===== src/rtl/os_array_pkg.sv =====
// Shared types and sizing helpers for the output-stationary array controller.
package os_array_pkg;

    typedef enum logic [2:0] {
        ST_IDLE,
        ST_CLEAR,
        ST_FEED,
        ST_DRAIN,
        ST_READ,
        ST_DONE
    } state_t;

    localparam int N_DEF        = 8;
    localparam int PIPE_LAT_DEF = 3;
    localparam int KW_DEF       = 8;

    // Wide enough for the longest FEED (max K + N - 1) or DRAIN (N - 1 + PIPE_LAT) phase.
    function automatic int cnt_width(input int kw, input int n, input int pipe_lat);
        int feed_max;
        int drain_max;
        int top;
        feed_max  = (1 << kw) - 1 + n - 1;
        drain_max = n - 1 + pipe_lat;
        top       = (feed_max > drain_max) ? feed_max : drain_max;
        return (top < 1) ? 1 : $clog2(top + 1);
    endfunction

endpackage


===== src/rtl/os_array_ctrl_if.sv =====
// Control/handshake bundle between the array controller and its host.
interface os_array_ctrl_if import os_array_pkg::*; #(
    parameter int N  = N_DEF,
    parameter int KW = KW_DEF
);
    localparam int RW = (N > 1) ? $clog2(N) : 1;

    logic          start;
    logic [KW-1:0] k_len;
    logic          busy;
    logic          acc_clr_n;
    logic [N-1:0]  row_en;
    logic [N-1:0]  col_en;
    logic [KW-1:0] feed_k;
    logic          out_valid;
    logic [RW-1:0] out_row;
    logic          out_ready;
    logic          done;

    modport master (
        output start, k_len, out_ready,
        input  busy, acc_clr_n, row_en, col_en, feed_k, out_valid, out_row, done
    );

    modport slave (
        input  start, k_len, out_ready,
        output busy, acc_clr_n, row_en, col_en, feed_k, out_valid, out_row, done
    );

endinterface


===== src/rtl/os_skew_mask.sv =====
// Diagonal operand-feed skew: lane i is enabled for K cycles starting at cnt = i.
module os_skew_mask import os_array_pkg::*; #(
    parameter int N  = N_DEF,
    parameter int KW = KW_DEF,
    parameter int CW = 9
) (
    input  logic [CW-1:0] cnt,
    input  logic [KW-1:0] k,
    input  logic          active,
    output logic [N-1:0]  row_en,
    output logic [N-1:0]  col_en
);

    logic [CW:0] cnt_x;
    assign cnt_x = {1'b0, cnt};

    for (genvar i = 0; i < N; i++) begin : g_lane
        logic [CW:0] lo;
        logic [CW:0] hi;
        assign lo        = (CW+1)'(i);
        assign hi        = lo + (CW+1)'(k);
        assign row_en[i] = active && (cnt_x >= lo) && (cnt_x < hi);
        // Square array: column j follows the same skew as row j.
        assign col_en[i] = active && (cnt_x >= lo) && (cnt_x < hi);
    end

endmodule


===== src/rtl/os_array_ctrl.sv =====
// Tile sequencer for an N x N output-stationary MAC array: clear, skewed feed, drain, row readout.
//
// state | meaning
// IDLE  | waiting for start, k_len latched on accept
// CLEAR | one cycle, accumulators cleared (acc_clr_n low)
// FEED  | K+N-1 cycles of skewed operand feed, cnt = diagonal step
// DRAIN | N-1+PIPE_LAT cycles letting the last products land
// READ  | present result row cnt, advance on out_ready
// DONE  | one-cycle completion pulse
module os_array_ctrl import os_array_pkg::*; #(
    parameter int N        = N_DEF,
    parameter int PIPE_LAT = PIPE_LAT_DEF,
    parameter int KW       = KW_DEF
) (
    input  logic             CLK,
    input  logic             RST,
    os_array_ctrl_if.slave   bus
);

    localparam int CW = cnt_width(KW, N, PIPE_LAT);
    localparam int RW = (N > 1) ? $clog2(N) : 1;
    localparam logic [CW-1:0] DRAIN_LAST = CW'(N - 2 + PIPE_LAT);
    localparam logic [CW-1:0] READ_LAST  = CW'(N - 1);

    state_t        state;
    state_t        state_nx;
    logic [CW-1:0] cnt;
    logic [CW-1:0] cnt_nx;
    logic [KW-1:0] k_lat;
    logic [KW-1:0] k_lat_nx;
    logic [CW-1:0] feed_last;
    logic          acc_clr_q;

    assign feed_last = CW'(k_lat) + CW'(N - 2);

    always_ff @(posedge CLK or negedge RST) begin
        if (!RST) begin
            state     <= ST_IDLE;
            cnt       <= '0;
            k_lat     <= '0;
            acc_clr_q <= 1'b0;
        end else begin
            state     <= state_nx;
            cnt       <= cnt_nx;
            k_lat     <= k_lat_nx;
            acc_clr_q <= (state_nx != ST_CLEAR);
        end
    end

    always_comb begin
        state_nx = state;
        cnt_nx   = cnt;
        k_lat_nx = k_lat;
        case (state)
            ST_IDLE: begin
                if (bus.start) begin
                    state_nx = ST_CLEAR;
                    cnt_nx   = '0;
                    k_lat_nx = bus.k_len;
                end
            end
            ST_CLEAR: begin
                cnt_nx   = '0;
                state_nx = (k_lat == '0) ? ST_READ : ST_FEED;
            end
            ST_FEED: begin
                if (cnt == feed_last) begin
                    state_nx = ST_DRAIN;
                    cnt_nx   = '0;
                end else begin
                    cnt_nx = cnt + CW'(1);
                end
            end
            ST_DRAIN: begin
                if (cnt == DRAIN_LAST) begin
                    state_nx = ST_READ;
                    cnt_nx   = '0;
                end else begin
                    cnt_nx = cnt + CW'(1);
                end
            end
            ST_READ: begin
                if (bus.out_ready) begin
                    if (cnt == READ_LAST) begin
                        state_nx = ST_DONE;
                        cnt_nx   = '0;
                    end else begin
                        cnt_nx = cnt + CW'(1);
                    end
                end
            end
            ST_DONE: state_nx = ST_IDLE;
            default: state_nx = ST_IDLE;
        endcase
    end

    assign bus.busy      = (state != ST_IDLE);
    assign bus.acc_clr_n = acc_clr_q;
    assign bus.out_valid = (state == ST_READ);
    assign bus.done      = (state == ST_DONE);
    assign bus.feed_k    = (state == ST_FEED) ? cnt[KW-1:0] : '0;
    assign bus.out_row   = (state == ST_READ) ? cnt[RW-1:0] : '0;

    os_skew_mask #(.N(N), .KW(KW), .CW(CW)) u_skew (
        .cnt    (cnt),
        .k      (k_lat),
        .active (state == ST_FEED),
        .row_en (bus.row_en),
        .col_en (bus.col_en)
    );

endmodule


===== src/flat_wrapper.sv =====
// flat-port wrapper written by rule: the top's interface ports become plain ports
module os_array_ctrl_flat import os_array_pkg::*;
#(
    parameter int N        = N_DEF,
    parameter int PIPE_LAT = PIPE_LAT_DEF,
    parameter int KW       = KW_DEF
)
  (CLK, RST, bus_start, bus_k_len, bus_out_ready, bus_busy, bus_acc_clr_n, bus_row_en, bus_col_en, bus_feed_k, bus_out_valid, bus_out_row, bus_done);
  os_array_ctrl_if #(.N(N), .KW(KW)) bus_i ();
  input  logic CLK;
  input  logic RST;
  input wire logic [$bits(bus_i.start)-1:0] bus_start;
  input wire logic [$bits(bus_i.k_len)-1:0] bus_k_len;
  input wire logic [$bits(bus_i.out_ready)-1:0] bus_out_ready;
  output wire logic [$bits(bus_i.busy)-1:0] bus_busy;
  output wire logic [$bits(bus_i.acc_clr_n)-1:0] bus_acc_clr_n;
  output wire logic [$bits(bus_i.row_en)-1:0] bus_row_en;
  output wire logic [$bits(bus_i.col_en)-1:0] bus_col_en;
  output wire logic [$bits(bus_i.feed_k)-1:0] bus_feed_k;
  output wire logic [$bits(bus_i.out_valid)-1:0] bus_out_valid;
  output wire logic [$bits(bus_i.out_row)-1:0] bus_out_row;
  output wire logic [$bits(bus_i.done)-1:0] bus_done;
  assign bus_i.start = bus_start;
  assign bus_i.k_len = bus_k_len;
  assign bus_i.out_ready = bus_out_ready;
  assign bus_busy = bus_i.busy;
  assign bus_acc_clr_n = bus_i.acc_clr_n;
  assign bus_row_en = bus_i.row_en;
  assign bus_col_en = bus_i.col_en;
  assign bus_feed_k = bus_i.feed_k;
  assign bus_out_valid = bus_i.out_valid;
  assign bus_out_row = bus_i.out_row;
  assign bus_done = bus_i.done;
  os_array_ctrl #(.N(N), .PIPE_LAT(PIPE_LAT), .KW(KW)) u_core (.CLK(CLK), .RST(RST), .bus(bus_i));
endmodule

===== config.mk =====
export PLATFORM = sky130hd
export DESIGN_NAME = os_array_ctrl_flat
export DESIGN_NICKNAME = d
export VERILOG_FILES = /design/src/rtl/os_array_pkg.sv /design/src/rtl/os_array_ctrl_if.sv /design/src/rtl/os_skew_mask.sv /design/src/rtl/os_array_ctrl.sv /design/src/flat_wrapper.sv
export SDC_FILE = /design/constraint.sdc
export NUM_CORES = 1
export LEC_CHECK = 0
export BUFFER_PORTS_ARGS = -buffer_cell sky130_fd_sc_hd__buf_2
export CORE_MARGIN = 4
export CORE_UTILIZATION = 60
export CTS_BUF_LIST = sky130_fd_sc_hd__clkbuf_16
export CTS_CLUSTER_DIAMETER = 80
export DETAILED_ROUTE_END_ITERATION = 6
export GPL_TIMING_DRIVEN = 0
export PLACE_DENSITY = 0.78
export SKIP_CTS_REPAIR_TIMING = 1
export SLEW_MARGIN = 20
export SYNTH_ARGS = -nofsm -noshare
export SYNTH_HDL_FRONTEND = slang
export SYNTH_HIERARCHICAL = 1
export SYNTH_SLANG_ARGS = --single-unit

===== constraint.sdc =====
create_clock -name CLK -period 6.5 [get_ports CLK]
set_input_delay 1.625 -clock CLK [delete_from_list [all_inputs] [get_ports CLK]]
set_output_delay 1.625 -clock CLK [all_outputs]
set_load 0.02 [all_outputs]

# Yosys cells after proc, flatten, opt, wreduce, memory -nomap -nowiden
# Cells that the tools add are included.
dict set report totals {
  regBits 21
  in_bits 12
  out_inout_bits 31
}
dict set report classes {
  add_sub_neg 9
  order_cmp 16
  n_eq_ne 11
  n_mux 15
  reduce_logical 22
}
# op n
set op_table {}
lappend op_table {{$lt 9x9->1} 7}
lappend op_table {{$mux 9} 5}
lappend op_table {{$pmux 9 s5} 1}
lappend op_table {{$add 3x8->9 const A} 4}
lappend op_table {{$ge 9x3->1 const B} 4}
lappend op_table {{$mux 3} 7}
lappend op_table {{$add 2x8->9 const A} 2}
lappend op_table {{$ge 9x1->1 const B} 2}
lappend op_table {{$ge 9x2->1 const B} 2}
lappend op_table {{$logic_and 1x1->1} 16}
lappend op_table {{$pmux 3 s5} 1}
lappend op_table {{$add 1x8->9 const A} 1}
lappend op_table {{$add 8x3->9 const B} 1}
lappend op_table {{$add 9x1->9 const B} 1}
lappend op_table {{$eq 9x3->1 const B} 1}
lappend op_table {{$eq 9x4->1 const B} 1}
lappend op_table {{$eq 9x9->1} 1}
lappend op_table {{$lt 9x8->1} 1}
lappend op_table {{$logic_not 8->1} 1}
lappend op_table {{$mux 8} 1}
lappend op_table {{$eq 3x2->1 const B} 2}
lappend op_table {{$eq 3x3->1 const B} 2}
lappend op_table {{$reduce_bool 5->1} 1}
lappend op_table {{$ne 2x2->1 const B} 2}
lappend op_table {{6 further kinds} 6}

# Depth between registers and ports, before layout
dict set report logic_depth {
  ltp_word 5
  depth_mapped 12
  depth_no_buf 11
}

# By module
# The synthesis kept the hierarchy.
# module n_inst cells_per_inst area_per_inst_um2 seq_area_each_um2
set modules_own_cells {}
lappend modules_own_cells {os_skew_mask 1 280 2155.8 0.0}
lappend modules_own_cells {os_array_ctrl 1 156 1450.1 525.5}

# Worst setup path before layout
# Ideal clock, no wire load.
dict set report synth_path {
  path_type {register -> output}
  startpoint {register u_core.k_lat[2]}
  endpoint {output bus_row_en[5]}
  arrival_ps 3244
  t_required_ps 4875
  setup_slack_ps 1631
  stages_incl_launch_ff 11
  path_buffers 1
  cell_sequence {dfrtp_1 -> inv_1 -> ha_1 -> a21oi_1 -> nor2_1 -> xnor2_1 -> ha_1 -> a21o_1 -> a21o_1 -> a2111oi_1 -> buf_4}
}
dict set report synth_between {
  elab_chain_cells 3
}
# item line_no
set synth_rtl {}
lappend synth_rtl {{start, declared} os_array_ctrl.sv:29} ;# logic [KW-1:0] k_lat;
lappend synth_rtl {{start signal, assigned} os_array_ctrl.sv:45} ;# k_lat <= k_lat_nx;
lappend synth_rtl {{$add 3x8->9} os_skew_mask.sv:21} ;# assign hi = lo + (CW+1)'(k);
lappend synth_rtl {{$lt 9x9->1} --}
lappend synth_rtl {{$logic_and 1x1->1} --}
lappend synth_rtl {{end, declared} flat_wrapper.sv:17} ;# output wire logic [$bits(bus_i.row_en)-1:0] bus_row_en;
# No other way between the ends.

# Worst setup path after layout
dict set report layout_path {
  startpoint {register u_core.k_lat[2]}
  endpoint {output bus_row_en[5]}
}
dict set report layout_between {
  elab_chain_cells 3
}
# item line_no
set layout_rtl {}
lappend layout_rtl {{$add 3x8->9} os_skew_mask.sv:21}
lappend layout_rtl {{$lt 9x9->1} os_skew_mask.sv:22} ;# assign row_en[i] = active && (cnt_x >= lo) && (cnt_x < hi);
lappend layout_rtl {{$logic_and 1x1->1} os_skew_mask.sv:22}
# No other way between the ends.

==> results.yml <==
pwr:
  p_per_area_mw_per_mm2: 492
  p_leak_uw: 0.00198
  ir_drop_mv: 0.335
cts:
  numCtsBuffers: 3
  clk_latency_ns: 0.25
  cts.clk_slew.worst_paths_ns: 0.06
  htree_num_levels: 1
  clockRootBuffer: "clkbuf_16"
  clockBufferDepth: 2
  cts_tree: "built"
  cts.sinks: 21
setup_path:
  crit_family: "compound AO/OA/AOI/OAI gates"
  reg2reg_setup_slack_ns: 3.77
  worstSetupStartpointType: "flip-flop"
  worst-setup-path-type: "flip-flop to output port"
  worst-path-max-fanout: 14
  crit_start: "u_core/k_lat[2]"
  crit_chain: "inv_1 -> ha_1 -> a21oi_1 -> nor2_1 -> xnor2_1 -> ha_1 -> a21o_1 -> a21o_1 -> a2111oi_1 -> buf_4 -> buf_2"
  reg2reg_depth: 7
  crit_arrival_ns: 3.50
  r2r_end: "u_core/cnt[3]"
  endpoint_kind: "output port"
  slowest_stage: "dfrtp_1"
  reg2reg_from: "u_core/k_lat[2]"
  cp.required_ns: 4.88
  critPathMaxStageDelay_ns: 0.69
  worst-path-buf-inv: 3
synthesis:
  synth_area_mm2: 0.00361
  synth_top_area_share_pct: 25.0
  yosysTopAreaCell: "ha_1"
  synth.area.top_cells: "ha_1, dfrtp_1, xnor2_1"
  synth_cells: 436
  yosysSeqAreaShare_pct: 14.6
  synth_edf_count: 0
  async_flop_share_pct: 100
  synth_common_cells: "ha_1, xnor2_1, nor2_1"
  synth_flop_cell: "dfrtp_1"
  avgSynthCellArea_um2: 8.27
  ys_ff_latch: 21
  synth_nets: 520
  ys_warn_count: 6
  ys_types: 62
  yosysMostFrequentCell: "ha_1"
min_path:
  holdPathEnd: "u_core/state[1]"
  holdPathStages: 1
  min_from: "u_core/state[2]"
  min_path_type: "flip-flop to flip-flop"
floorplan:
  die_w_um: 85.5
  dieHeight_um: 85.5
  row_count: 27
  initial_core_util_pct: 63.5
  core_mm2: 0.00568
  dieArea_mm2: 0.00731
  io_pins: 43
place:
  place_hpwl_um: 7070
  io_buffer_count: 42
  gp_congestion: 0.916
  pre_cts_slack_ns: 1.67
timing:
  setup_viol: 0
  slew_headroom_pct: 50.0
  setup_tns_ns: 0
  rsz0062_at_grt: "false"
  fmax_mhz: 195
  hold_viol: 0
  drv_slew: 0
  tightestPinTransition_ns: 0.750
  setup_slack_ns: 1.37
  skew_ns: 0.00116
  period_share_pct: 78.9
  min_period_ns: 5.13
detailed_routing:
  ant_nets: 0
  vias: 3374
  drtPass1Iterations: 4
  post_drt_via_cell_ratio: 6.09
  wl_um: 9520
  routedWlPerCell_um: 17.2
  drc: 0
  drt-initial-drc-count: 134
finish:
  post-route-util_pct: 70.2
  antennaDiodeCount: 0
  nNetsFinal: 567
  area_growth_pct: 10.5
  drive_gt1_share_pct: 15.6
status:
  outcome: "finished, final reports clean"
global_routing:
  grt_pass1_vias: 3415
  grt_pass1_wl_um: 16100
  grt-ovfl-total: 0
  grt_max_degree: 22
  grt_antenna_before_repair: 0
  globalRouteTotalUtil_pct: 26.8
job:
  drv_cap: 0
how the worst max path moves through the flow:
stage                     to  cells after the start
2_1_floorplan  bus_row_en[5]                     10
5_1_grt        bus_row_en[5]                     11
3_3_place_gp   bus_row_en[5]                     11
4_1_cts        bus_row_en[5]                     11
6_report       bus_row_en[5]                     11
3_5_place_dp   bus_row_en[5]                     11
cells in the final DEF, fill, tap and decap left out, types with 11 or more instances in the layout:
cell type / n
inv_1: 25
o21ai_0: 11
a21oi_1: 24
nor2_1: 33
nand3_1: 11
xnor2_1: 47
buf_2: 46
ha_1: 72
nand2_1: 28
a21o_1: 15
dfrtp_1: 21
report_power, final:
part	total [uW]	internal, uW	leakage [uW]	switching, uW
Combinational	1520	654	0.00167	865
Clock	130	82.1	0.0000423	48.0
Sequential	311	171	0.000262	140
metal layers:
| layer | vias to the layer above | GRT usage (%) | routed length, um |
|---|---|---|---|
| met5 | - | 0 | 0 |
| met4 | 0 | 11.8 | 306 |
| met3 | 24 | 2.79 | 410 |
| met2 | 103 | 47.5 | 4640 |
| met1 | 1585 | 32.6 | 4170 |
| li1 | 1662 | - | - |
worst reg2reg max path, stage by stage (launching register included):
cell and delay, ns:
dfrtp_1 0.69, inv_1 0.14, ha_1 0.25, nor3b_1 0.21, nor3_1 0.06, o32a_1 0.38
a2111oi_4 0.68, a211oi_1 0.17
cells by family after synthesis:
| group | share of synthesized area (%) |
|---|---|
| AO/OA/AOI/OAI | 19.5 |
| adder cells (fa/ha/maj) | 25.0 |
| multiplexers | 2.57 |
| XOR/XNOR | 12.4 |
| flip-flops | 14.6 |
| buffers and inverters | 5.86 |
| AND/OR/NAND/NOR | 20.1 |
flip-flops by register name, summed over array words and instances, names as in the netlist:
| signal | flops |
|---|---|
| u_core/bus.acc_clr_n | 1 |
| u_core/state | 3 |
| u_core/cnt | 9 |
| u_core/k_lat | 8 |
stage by stage:
stage	power, uW	instances	hold WS [ns]	instance area (um^2)
after global placement	1740	550	0.537	3910
after detailed placement	1800	550	0.545	3910
final	1960	554	0.548	3990
after CTS	1950	554	0.549	3990
after floorplan	1430	436	0.492	3610
after global routing	2150	554	0.576	3990
area by class of cell:
| type | count | area, um^2 |
|---|---|---|
| Buffer | 21 | 114 |
| Clock buffer | 3 | 75.1 |
| Clock inverter | 1 | 3.75 |
| Fill cell | 503 | 1690 |
| Inverter | 26 | 97.6 |
| Multi-Input combinational cell | 368 | 2870 |
| Sequential cell | 21 | 526 |
| Tap cell | 72 | 90.1 |
| Timing Repair Buffer | 42 | 210 |
Power figures use the tool's default switching activity.
